[src/rtl/mips_pkg.sv]
// Store-path encodings shared by the MEM-stage write-side blocks.
package mips_pkg;

    typedef enum logic [1:0] {
        ST_SB  = 2'b00,
        ST_SH  = 2'b01,
        ST_SW  = 2'b10,
        ST_RSV = 2'b11
    } st_op_e;

    localparam logic [3:0] BE_BYTE0   = 4'b0001;
    localparam logic [3:0] BE_LO_HALF = 4'b0011;
    localparam logic [3:0] BE_HI_HALF = 4'b1100;
    localparam logic [3:0] BE_WORD    = 4'b1111;

endpackage

[src/rtl/store_buffer_if.sv]
// Store-buffer bus: MEM-stage store port, memory write port, load probe.
interface store_buffer_if #(
    parameter int ADDR_W = 32,
    parameter int DEPTH  = 4
);
    localparam int CW = $clog2(DEPTH) + 1;

    logic              st_valid;
    logic              st_ready;
    logic [1:0]        st_op;
    logic [ADDR_W-1:0] st_addr;
    logic [31:0]       st_data;
    logic              st_misalign;
    logic              mem_req;
    logic [ADDR_W-1:0] mem_addr;
    logic [31:0]       mem_wdata;
    logic [3:0]        mem_be;
    logic              mem_ack;
    logic [ADDR_W-1:0] ld_addr;
    logic              ld_hit;
    logic              empty;
    logic [CW-1:0]     count;

    modport master (
        output st_valid, st_op, st_addr, st_data,
        output mem_ack, ld_addr,
        input  st_ready, st_misalign, mem_req, mem_addr,
        input  mem_wdata, mem_be, ld_hit, empty, count
    );

    modport slave (
        input  st_valid, st_op, st_addr, st_data,
        input  mem_ack, ld_addr,
        output st_ready, st_misalign, mem_req, mem_addr,
        output mem_wdata, mem_be, ld_hit, empty, count
    );

endinterface

[src/rtl/store_lane_fmt.sv]
// Narrows a register value into lane-replicated write data and byte enables.
module store_lane_fmt
    import mips_pkg::*;
(
    input  st_op_e      op,
    input  logic [1:0]  lane,
    input  logic [31:0] data,
    output logic [31:0] wdata,
    output logic [3:0]  be,
    output logic        misalign
);

    always_comb begin
        wdata    = data;
        be       = 4'b0000;
        misalign = 1'b0;
        unique case (op)
            ST_SB: begin
                wdata = {4{data[7:0]}};
                be    = BE_BYTE0 << lane;
            end
            ST_SH: begin
                wdata    = {2{data[15:0]}};
                be       = lane[1] ? BE_HI_HALF : BE_LO_HALF;
                misalign = lane[0];
            end
            ST_SW: begin
                be       = BE_WORD;
                misalign = |lane;
            end
            ST_RSV: begin
                misalign = 1'b1;
            end
        endcase
    end

endmodule

[src/rtl/store_buffer.sv]
// Committed-store FIFO draining to data memory with word-granular load probe.
module store_buffer
    import mips_pkg::*;
#(
    parameter int DEPTH  = 4,
    parameter int ADDR_W = 32
) (
    input logic           clk,
    input logic           rst,
    store_buffer_if.slave bus
);

    localparam int PW = $clog2(DEPTH);
    localparam int CW = PW + 1;
    localparam logic [ADDR_W-1:0] WMASK = ~ADDR_W'(3);

    logic [ADDR_W-1:0] q_addr  [DEPTH];
    logic [31:0]       q_wdata [DEPTH];
    logic [3:0]        q_be    [DEPTH];
    logic [DEPTH-1:0]  q_vld;
    logic [PW-1:0]     rd_ptr;
    logic [PW-1:0]     wr_ptr;
    logic [CW-1:0]     cnt;
    logic              mis_q;

    logic [31:0] f_wdata;
    logic [3:0]  f_be;
    logic        f_mis;
    logic        full;
    logic        empty;
    logic        accept;
    logic        push;
    logic        pop;

    store_lane_fmt u_fmt (
        .op       (st_op_e'(bus.st_op)),
        .lane     (bus.st_addr[1:0]),
        .data     (bus.st_data),
        .wdata    (f_wdata),
        .be       (f_be),
        .misalign (f_mis)
    );

    assign empty  = (cnt == '0);
    assign full   = (cnt == CW'(DEPTH));
    assign accept = bus.st_valid && !full;
    assign push   = accept && !f_mis;
    assign pop    = !empty && bus.mem_ack;

    always_ff @(posedge clk or posedge rst) begin
        if (rst) begin
            for (int i = 0; i < DEPTH; i++) begin
                q_addr[i]  <= '0;
                q_wdata[i] <= '0;
                q_be[i]    <= '0;
            end
            q_vld  <= '0;
            rd_ptr <= '0;
            wr_ptr <= '0;
            cnt    <= '0;
            mis_q  <= 1'b0;
        end else begin
            mis_q <= accept && f_mis;
            // push never targets the popped slot: it requires !full, pop requires !empty
            if (push) begin
                q_addr[wr_ptr]  <= bus.st_addr & WMASK;
                q_wdata[wr_ptr] <= f_wdata;
                q_be[wr_ptr]    <= f_be;
                q_vld[wr_ptr]   <= 1'b1;
                wr_ptr          <= wr_ptr + 1'b1;
            end
            if (pop) begin
                q_vld[rd_ptr] <= 1'b0;
                rd_ptr        <= rd_ptr + 1'b1;
            end
            if (push && !pop)
                cnt <= cnt + 1'b1;
            else if (pop && !push)
                cnt <= cnt - 1'b1;
        end
    end

    always_comb begin
        bus.ld_hit = 1'b0;
        for (int i = 0; i < DEPTH; i++)
            if (q_vld[i] && (q_addr[i] == (bus.ld_addr & WMASK)))
                bus.ld_hit = 1'b1;
    end

    assign bus.st_ready    = !full;
    assign bus.st_misalign = mis_q;
    assign bus.mem_req     = !empty;
    assign bus.mem_addr    = empty ? '0 : q_addr[rd_ptr];
    assign bus.mem_wdata   = empty ? '0 : q_wdata[rd_ptr];
    assign bus.mem_be      = empty ? '0 : q_be[rd_ptr];
    assign bus.empty       = empty;
    assign bus.count       = cnt;

endmodule

[src/flat_wrapper.sv]
// flat-port wrapper written by rule: the top's interface ports become plain ports
module store_buffer_flat import mips_pkg::*;
#(
    parameter int DEPTH  = 4,
    parameter int ADDR_W = 32
)
  (clk, rst, bus_st_valid, bus_st_op, bus_st_addr, bus_st_data, bus_mem_ack, bus_ld_addr, bus_st_ready, bus_st_misalign, bus_mem_req, bus_mem_addr, bus_mem_wdata, bus_mem_be, bus_ld_hit, bus_empty, bus_count);
  store_buffer_if #(.ADDR_W(ADDR_W), .DEPTH(DEPTH)) bus_i ();
  input logic clk;
  input logic rst;
  input wire logic [$bits(bus_i.st_valid)-1:0] bus_st_valid;
  input wire logic [$bits(bus_i.st_op)-1:0] bus_st_op;
  input wire logic [$bits(bus_i.st_addr)-1:0] bus_st_addr;
  input wire logic [$bits(bus_i.st_data)-1:0] bus_st_data;
  input wire logic [$bits(bus_i.mem_ack)-1:0] bus_mem_ack;
  input wire logic [$bits(bus_i.ld_addr)-1:0] bus_ld_addr;
  output wire logic [$bits(bus_i.st_ready)-1:0] bus_st_ready;
  output wire logic [$bits(bus_i.st_misalign)-1:0] bus_st_misalign;
  output wire logic [$bits(bus_i.mem_req)-1:0] bus_mem_req;
  output wire logic [$bits(bus_i.mem_addr)-1:0] bus_mem_addr;
  output wire logic [$bits(bus_i.mem_wdata)-1:0] bus_mem_wdata;
  output wire logic [$bits(bus_i.mem_be)-1:0] bus_mem_be;
  output wire logic [$bits(bus_i.ld_hit)-1:0] bus_ld_hit;
  output wire logic [$bits(bus_i.empty)-1:0] bus_empty;
  output wire logic [$bits(bus_i.count)-1:0] bus_count;
  assign bus_i.st_valid = bus_st_valid;
  assign bus_i.st_op = bus_st_op;
  assign bus_i.st_addr = bus_st_addr;
  assign bus_i.st_data = bus_st_data;
  assign bus_i.mem_ack = bus_mem_ack;
  assign bus_i.ld_addr = bus_ld_addr;
  assign bus_st_ready = bus_i.st_ready;
  assign bus_st_misalign = bus_i.st_misalign;
  assign bus_mem_req = bus_i.mem_req;
  assign bus_mem_addr = bus_i.mem_addr;
  assign bus_mem_wdata = bus_i.mem_wdata;
  assign bus_mem_be = bus_i.mem_be;
  assign bus_ld_hit = bus_i.ld_hit;
  assign bus_empty = bus_i.empty;
  assign bus_count = bus_i.count;
  store_buffer #(.DEPTH(DEPTH), .ADDR_W(ADDR_W)) u_core (.clk(clk), .rst(rst), .bus(bus_i));
endmodule
[config.mk]
export PLATFORM = sky130hd
export DESIGN_NAME = store_buffer_flat
export DESIGN_NICKNAME = d
export VERILOG_FILES = /design/src/rtl/mips_pkg.sv /design/src/rtl/store_buffer_if.sv /design/src/rtl/store_lane_fmt.sv /design/src/rtl/store_buffer.sv /design/src/flat_wrapper.sv
export SDC_FILE = /design/constraint.sdc
export NUM_CORES = 1
export LEC_CHECK = 0
export ABC_CLOCK_PERIOD_IN_PS = 22600
export BUFFER_PORTS_ARGS = -buffer_cell sky130_fd_sc_hd__clkbuf_2
export CORE_ASPECT_RATIO = 0.5
export CORE_MARGIN = 2
export CORE_UTILIZATION = 32
export CTS_CLUSTER_DIAMETER = 120
export DETAILED_ROUTE_END_ITERATION = 8
export PLACE_DENSITY = 0.57
export SETUP_SLACK_MARGIN = 0.05
export SLEW_MARGIN = 25
export SYNTH_ARGS = -nofsm -noshare
export SYNTH_HDL_FRONTEND = slang
export SYNTH_SLANG_ARGS = --single-unit
[constraint.sdc]
create_clock -name clk -period 22.6 [get_ports clk]
set_input_delay 3.39 -clock clk [delete_from_list [all_inputs] [get_ports clk]]
set_output_delay 3.39 -clock clk [all_outputs]
set_load 0.02 [all_outputs]
# ---- Yosys cells after proc, flatten, opt, wreduce, memory -nomap -nowiden
# Cells that the tools add are included.
dict set report word_totals {
  wordCells 99
  out_inout_bits 76
  ff_bits 284
  in_bits 102
}
dict set report op_classes {
  bitwise 5
  addsub 4
  eq_ne 8
  shift 1
  n_lt_le_gt_ge 7
  n_reduce_logical 22
  n_mux 35
}
# cell count
set ops {}
lappend ops {{$bwmux W128} 2}
lappend ops {{$mux W32} 7}
lappend ops {{$bmux W32 S2} 2}
lappend ops {{$eq A32 B32 Y1} 4}
lappend ops {{$demux W32 S2} 1}
lappend ops {{$pmux W32 S2} 1}
lappend ops {{$mux W4} 7}
lappend ops {{$bwmux W16} 1}
lappend ops {{$logic_and A1 B1 Y1} 13}
lappend ops {{$pmux W4 S3} 1}
lappend ops {{$bmux W4 S2} 1}
lappend ops {{$demux W4 S2} 1}
lappend ops {{$ge A3 B3 Y1 const B} 2}
lappend ops {{$lt A2 B3 Y1 const B} 2}
lappend ops {{$mux W1} 6}
lappend ops {{$mux W3} 2}
lappend ops {{$not A2 Y3} 2}
lappend ops {{$logic_not A1 Y1} 5}
lappend ops {{$add A2 B1 Y2 const B} 2}
lappend ops {{$and A4 B4 Y4} 1}
lappend ops {{$demux W1 S2} 2}
lappend ops {{$eq A2 B2 Y1 const B} 2}
lappend ops {{$ge A2 B1 Y1 const B} 2}
lappend ops {{$not A4 Y4} 1}
lappend ops {{other kinds (12)} 12}

# ---- Depth between registers and ports, before layout
# Gate-level depths: netlist of the first run.
dict set report depth {
  depth_word 8
  depth_mapped 10
  ltp_nobuf 9
}

# ---- Cells and area by module
# From an unflattened synthesis of the first run, not the netlist that was laid out.
dict set report hier_totals {
  cells_unflattened 1017
  area_unflattened_um2 14874.3
}
# mod cells_per_inst instances seq_area_each_um2 area_each_um2
set by_module_without_submodules {}
lappend by_module_without_submodules {store_buffer 949 1 6906.6 14300.0}
lappend by_module_without_submodules {store_lane_fmt 68 1 0.0 574.3}

# ---- Worst setup path before layout of the first run
# OpenSTA, ideal clock, no wires.
dict set report synth_timing {
  kind {input port to output port}
  start {input port bus_ld_addr[3]}
  end {output port bus_ld_hit}
  path_stages 6
  arrival_ns 4.405
  setup_slack_ns 14.805
  path_buffers 1
  required_ns 19.210
  cell_sequence {clkbuf_1 > xnor2_1 > nand4_1 > nor4_1 > nand4_1 > nand4_1}
}
dict set report synth_via {
  elab_chain_len 6
  word_cells_on_any_way 12
  classes_between {eq/ne (4); mux (4); reduce/logical (4)}
}
# element line
set synth_rtl {}
lappend synth_rtl {{from (decl)} flat_wrapper.sv:16} ;# input wire logic [$bits(bus_i.ld_addr)-1:0] bus_ld_addr;
lappend synth_rtl {{$eq A32 B32 Y1} store_buffer.sv:86} ;# if (q_vld[i] && (q_addr[i] == (bus.ld_addr & WMASK)))
lappend synth_rtl {{$logic_and A1 B1 Y1} store_buffer.sv:86}
lappend synth_rtl {{$mux W1 (3 in a row)} store_buffer.sv:86}
lappend synth_rtl {{$mux W1 *} store_buffer.sv:86}
lappend synth_rtl {{to (decl)} flat_wrapper.sv:23} ;# output wire logic [$bits(bus_i.ld_hit)-1:0] bus_ld_hit;
# Mark *: on every way between the ends. The rest lies on a longest branch, timed or not.

# ---- Final worst setup path of the first run
dict set report layout_timing {
  start {input port bus_ld_addr[16]}
  end {output port bus_ld_hit}
}
# The elaborated chain is that of the path after synthesis.

==> impl_metrics.yaml, run 1 <==
yosys:
  ys_seq_area_share_pct: 48.3
  synth_xor_area_share_pct: 7.65
  synthTopCellsByCount: "dfrtp_1, nand2_1, o21ai_0"
  synthMuxAreaShare_pct: 25.4
  ys_seq_elements: 276
  ys_types: 31
  yosys.area.top_type: "dfrtp_1"
  syn_area_um2: 14300
  synth_compound_area_share_pct: 4.93
  synth_edf_count: 0
  synthFlopType: "dfrtp_1"
  yosysTopAreaCellShare_pct: 48.3
  synthTopCellsByArea: "dfrtp_1, mux4_2, mux2_2"
  synth_top_family_by_area: "multiplexers"
  synth-warning-count: 0
  syn_avg_cell_area_um2: 12.6
  synth-adder-area-share_pct: 0.927
  async_flop_share_pct: 100
  synth_simple_gate_area_share_pct: 8.61
  yosysMostFrequentCell: "dfrtp_1"
  synthCells: 1134
clocking:
  cts_root_buf: "clkbuf_16"
  cts_tree: "yes"
  post_cts_buffers: 0
  path_clk_slew_ns: 0.06
  clk_latency_ns: 0.55
  cts_buffer_depth: 3
  cts.sinks: 276
  cts-resized-gates: 0
  numCtsBuffers: 28
  h-tree-depth: 1
  hold_buffers: 0
route:
  drcViolationCount: 0
  wire_per_inst_um: 21.2
  first_iter_violations: 597
  final_antenna_net_count: 0
  dr.pass1.iters: 5
  viasPerCell: 4.98
  routed_wl_um: 39600
  vias: 9313
critical_path:
  cpMostUsedCell: "nand4_1"
  r2r_slack_ns: 19.66
  crit_chain: "clkbuf_2 > xnor2_1 > nand4_1 > nor4_1 > nand4_1 > nand4_1 > clkbuf_2"
  cp_max_fo: 4
  cpMaxStageDelayCell: "nor4_1"
  crit_arrival_ns: 5.09
  cp-end-kind: "primary output"
  setup.worst_path.class: "in2out"
  cp.required_ns: 19.21
  max_stage_delay_ns: 0.42
  cp-start-kind: "primary input"
run_status:
  status: "complete, no violations"
worst_hold_path:
  min_path_type: "reg2reg"
timing:
  fin_skew_ns: 0.0174
  rsz0062_at_grt: "no"
  maxSlewHeadroom_pct: 36.1
  timing.final.ws_setup_ns: 14.12
  hold_viol: 0
  max_freq_mhz: 118
  tns_ns: 0
  tightestPinTransition_ns: 0.958
  period_minus_slack_ns: 8.48
  slew_viol_final: 0
  setup_viol: 0
  timing.final.crit_share_pct: 37.5
place:
  port_buffers: 173
  dpl.hpwl_um: 26900
  gp_congestion: 0.832
  dp_slack_ns: 14.12
  place_inst: 1818
floorplan:
  die_w_um: 303
  rows: 54
  pin_count: 178
  die-area_um2: 46500
  fp.dieH_um: 154
  start_util_pct: 32.6
  core_region_area_um2: 43800
global_route:
  grt_pass1_vias: 10241
  antenna_found_initial: 2
  grt_max_degree: 133
  grtUsageTotal_pct: 17.1
  grt_overflow_total: 0
  grt_pass1_wl_um: 61400
job:
  drv_cap: 0
finish:
  drive_above_1_share_pct: 36.0
  layoutNonFillerInstCount: 1871
  area_growth_pct: 14.9
  fillers: 4191
  final_nets: 1372
  fin_util_pct: 37.5
power:
  cellLeakagePower_nw: 7.43
  vdd_ir_drop_max_v: 0.0000584
  p_per_area_nw_per_um2: 159
## worst max-delay path: cells and delay by family
family | cells | cell delay [ns]
AND/OR/NAND/NOR | 4 | 1.02
buffers and inverters | 2 | 0.34
XOR/XNOR | 1 | 0.34
## kinds of logic (layout without fill, tap and decap cells)
kind of cell,after synthesis,in the layout
buffers and inverters,96,243
and+or+nand+nor,245,245
xor gates and xnor gates,125,125
adders and majority gates,10,10
other,1,3
DFF,276,276
muxes,243,243
AOI/OAI and AO/OA,138,138
## final timing paths
check / from / to / depth (start not counted)
max: bus_ld_addr[16] / bus_ld_hit / 7
min: u_core.q_be[14]$_DFFE_PP0P_ / u_core.q_be[14]$_DFFE_PP0P_ / 2
max reg2reg: u_core.bus.count[1]$_DFFE_PP0P_ / u_core.q_addr[60]$_DFFE_PP0P_ / 5
min reg2reg: u_core.q_be[14]$_DFFE_PP0P_ / u_core.q_be[14]$_DFFE_PP0P_ / 2
max in group asynchronous: rst / u_core.q_wdata[81]$_DFFE_PP0P_ / 4
min in group asynchronous: rst / u_core.q_addr[62]$_DFFE_PP0P_ / 2
## registers in the layout, summed over array words and instances, names as in the netlist
register / flops
u_core.bus.st_misalign: 1
u_core.bus.count: 3
u_core.q_addr: 120
u_core.wr_ptr: 2
u_core.q_be: 16
u_core.q_vld: 4
u_core.rd_ptr: 2
u_core.q_wdata: 128
## routing by layer
| metal | wire length, um | up-vias | global-route usage [%] | part of all wire, % |
|---|---|---|---|---|
| li1 | - | 4239 | - | - |
| met1 | 16300 | 4863 | 21.3 | 41 |
| met2 | 21200 | 155 | 31.3 | 54 |
| met3 | 1230 | 54 | 2.43 | 3.1 |
| met4 | 852 | 2 | 4.03 | 2.2 |
| met5 | 11 | - | 0 | 0.028 |
## stage by stage
stage	hold slack [ns]	instance area, um2	power [W]
floorplan	0.445	14300	0.00175
global placement	0.456	15400	0.00209
detailed placement	0.466	15400	0.00213
CTS	0.480	16400	0.00265
global route	0.505	16400	0.00277
finish	0.476	16400	0.00261
## power breakdown
part	leakage, nW	internal, W	switching (W)
sequential	3.39	0.000735	0.000207
combinational	3.54	0.000577	0.000584
clock	0.497	0.000302	0.000202
## cell usage in the layout (no fill, tap or decap), drive strengths merged, types with 11 or more instances in the layout
cell type and instances:
nand4 25, and2 67, mux4 66, nor4 16
nor2 12, o21ai 118, clkinv 11, a21oi 18
xnor2 79, nand2 120, xor2 46, mux2i 24
mux2 153, clkbuf 208, dfrtp 276
## final cells by class
class | count | area [um2] | area share (%)
Clock buffer | 35 | 778 | 4.73
Timing Repair Buffer | 182 | 933 | 5.68
Inverter | 9 | 41.3 | 0.251
Multi-Input combinational cell | 763 | 6820 | 41.5
Sequential cell | 276 | 6910 | 42.0
Tap cell | 588 | 736 | 4.47
Antenna cell | 1 | 2.50 | 0.0152
Clock inverter | 17 | 220 | 1.34
Power figures use the tool's default switching activity.
==> run 2, diff against run 1 <==
--- a/config.mk
+++ b/config.mk
@@ -5,7 +5,7 @@
 export SDC_FILE = /design/constraint.sdc
 export NUM_CORES = 1
 export LEC_CHECK = 0
-export ABC_CLOCK_PERIOD_IN_PS = 22600
+export ABC_CLOCK_PERIOD_IN_PS = 8800
 export BUFFER_PORTS_ARGS = -buffer_cell sky130_fd_sc_hd__clkbuf_2
 export CORE_ASPECT_RATIO = 0.5
 export CORE_MARGIN = 2
==> constraint.sdc (replaced) <==
create_clock -name clk -period 8.8 [get_ports clk]
set_input_delay 1.32 -clock clk [delete_from_list [all_inputs] [get_ports clk]]
set_output_delay 1.32 -clock clk [all_outputs]
set_load 0.02 [all_outputs]
==> run 2 against run 1 <==
Clock power rose to 2.6 times the previous value. Flip-flop and latch count unchanged. Register-to-register slack worse by 14 ns. Core utilization up 0.086 points. Count of clock-buffer cells in the layout up 8. Setup slack worse by 9.8 ns. Die area unchanged. Final cell count about the same. Critical path type is now reg2out. Largest cell class unchanged. Largest power group unchanged.
==> impl_metrics.yaml, run 2 (same netlist as run 1, synthesis figures left out) <==
timing:
  fin_skew_ns: 0.0151
  rsz0062_at_grt: "no"
  maxSlewHeadroom_pct: 31.6
  max_freq_mhz: 223
  whs_ns: 0.476
  tns_ns: 0
  timing.final.crit_share_pct: 51.0
  setup_viol: 0
  hold_viol: 0
  slew_viol_final: 0
  tightestPinTransition_ns: 1.03
  period_minus_slack_ns: 4.49
critical_path:
  r2r_start: "u_core.bus.count[1]$_DFFE_PP0P_"
  setup.worst_path.class: "reg2out"
  cp-end-kind: "primary output"
  cp-start-kind: "register"
  max_stage_delay_ns: 0.87
  cp.required_ns: 7.48
  crit_arrival_ns: 3.17
  ff2ff_path_depth: 5
  cpMaxStageDelayCell: "dfrtp_4"
  reg2reg_to: "u_core.q_wdata[35]$_DFFE_PP0P_"
  r2r_slack_ns: 5.90
  cp_max_fo: 36
  crit_chain: "buf_4 > mux4_2 > and2_1 > clkbuf_2"
floorplan:
  rows: 54
  die_w_um: 303
  pin_count: 178
  core_region_area_um2: 43800
  start_util_pct: 32.6
  die-area_um2: 46500
  fp.dieH_um: 154
route:
  dr.pass1.iters: 5
  drcViolationCount: 0
  first_iter_violations: 637
  viasPerCell: 4.99
  final_antenna_net_count: 0
  routed_wl_um: 39600
  vias: 9350
  wire_per_inst_um: 21.2
power:
  p_per_area_nw_per_um2: 407
  cellLeakagePower_nw: 7.45
  combPwrFrac_pct: 44.5
  seqPwrFrac_pct: 36.1
  intPower_w: 0.00417
  vdd_ir_drop_max_v: 0.000137
  p_total_w: 0.00671
  switching_share_pct: 37.9
  p_switching_w: 0.00254
  p_clk_share_pct: 19.4
finish:
  drive_above_1_share_pct: 35.9
  fin_util_pct: 37.6
  regMostFlops: "u_core.q_wdata"
  area_growth_pct: 15.2
  largest_reg_flops: 128
  multi_input_area_um2: 6820
  top_regs: "u_core.q_wdata (128), u_core.q_addr (120), u_core.q_be (16)"
  final_nets: 1375
  layout.cells.most_common: "dfrtp_1"
  final_cell_mix: "dfrtp_1, clkbuf_2, o21ai_0, nand2_1, mux2_2"
  fillers: 4241
  regArea_um2: 6910
clocking:
  cts_root_buf: "clkbuf_16"
  h-tree-depth: 1
  cts.sinks: 276
  numCtsBuffers: 28
  post_cts_buffers: 0
  cts_tree: "yes"
  cts-resized-gates: 0
  path_clk_slew_ns: 0.07
  clk_latency_ns: 0.56
  hold_buffers: 0
  cts_buffer_depth: 3
job:
  drv_cap: 0
place:
  gp_congestion: 0.834
  port_buffers: 173
  dpl.hpwl_um: 27200
global_route:
  grt_overflow_total: 0
  grt_pass1_vias: 10289
  grtUsageTotal_pct: 17.1
  antenna_found_initial: 1
  grt_max_degree: 80
  grt_pass1_wl_um: 61200
worst_hold_path:
  hold_path_depth: 2
  min_to: "u_core.q_wdata[46]$_DFFE_PP0P_"
  hold_path.startpoint: "u_core.q_wdata[46]$_DFFE_PP0P_"
  min_path_type: "reg2reg"
run_status:
  status: "complete, no violations"
[run 2: cell types whose count changed in the layout (fill, tap and decap cells not counted), sizes merged]
cell | before | now
buf | 9 | 12
bufinv | 5 | 4
clkbuf | 208 | 216
clkinv | 11 | 3
inv | 9 | 8
[run 2: metrics by stage]
stage	area [um2]	cells	worst slack, ns
after floorplan	14300	1135	3.83
after global placement	15500	1821	4.38
after detailed placement	15500	1821	4.45
after CTS	16500	1871	4.22
after global routing	16500	1872	4.15
final	16500	1872	4.31
[run 2: worst max path at each step]
| stage | from | to | slack, ns | cells after the start |
|---|---|---|---|---|
| 6_report | u_core.rd_ptr[0]$_DFFE_PP0P_ | bus_mem_wdata[4] | 4.31 | 4 |
| 2_1_floorplan | rst | u_core.bus.count[0]$_DFFE_PP0P_ | 3.83 | 1 |
| 3_3_place_gp | bus_ld_addr[16] | bus_ld_hit | 4.38 | 7 |
| 3_5_place_dp | bus_ld_addr[16] | bus_ld_hit | 4.45 | 7 |
| 5_1_grt | u_core.rd_ptr[0]$_DFFE_PP0P_ | bus_mem_wdata[24] | 4.15 | 4 |
| 4_1_cts | u_core.rd_ptr[0]$_DFFE_PP0P_ | bus_mem_wdata[24] | 4.22 | 4 |
[run 2: area by class of cell]
cell class | instances | area share [%]
repair buffers | 185 | 5.82
clock inverters | 7 | 0.820
multi-input cells | 763 | 41.4
inverters | 9 | 0.228
flip-flops and latches | 276 | 42.0
diodes | 1 | 0.0152
clock buffers | 43 | 5.33
well taps | 588 | 4.46
[run 2: power by group through the flow]
stage,combinational (W),sequential (W),clock [W]
after CTS,0.00306,0.00241,0.00133
after floorplan,0.00227,0.00222,0
final,0.00299,0.00242,0.00130
after detailed placement,0.00304,0.00243,0
after global placement,0.00300,0.00237,0
after global routing,0.00324,0.00249,0.00139
[run 2: routing by layer]
metal	part of all wire [%]	vias to the layer above	global-route usage [%]	wire length, um
li1	-	4238	-	-
met1	41	4874	20.7	16200
met2	53	189	31.5	21000
met3	3.8	49	2.68	1490
met4	2.5	0	4.93	981
met5	0	-	0	0
[run 2: critical path: cells and delay by family (launching register included)]
kind | cells | cell delay, ns
AND/OR/NAND/NOR | 1 | 0.20
flip-flops | 1 | 0.87
buffers and inverters | 2 | 0.89
multiplexers | 1 | 0.61
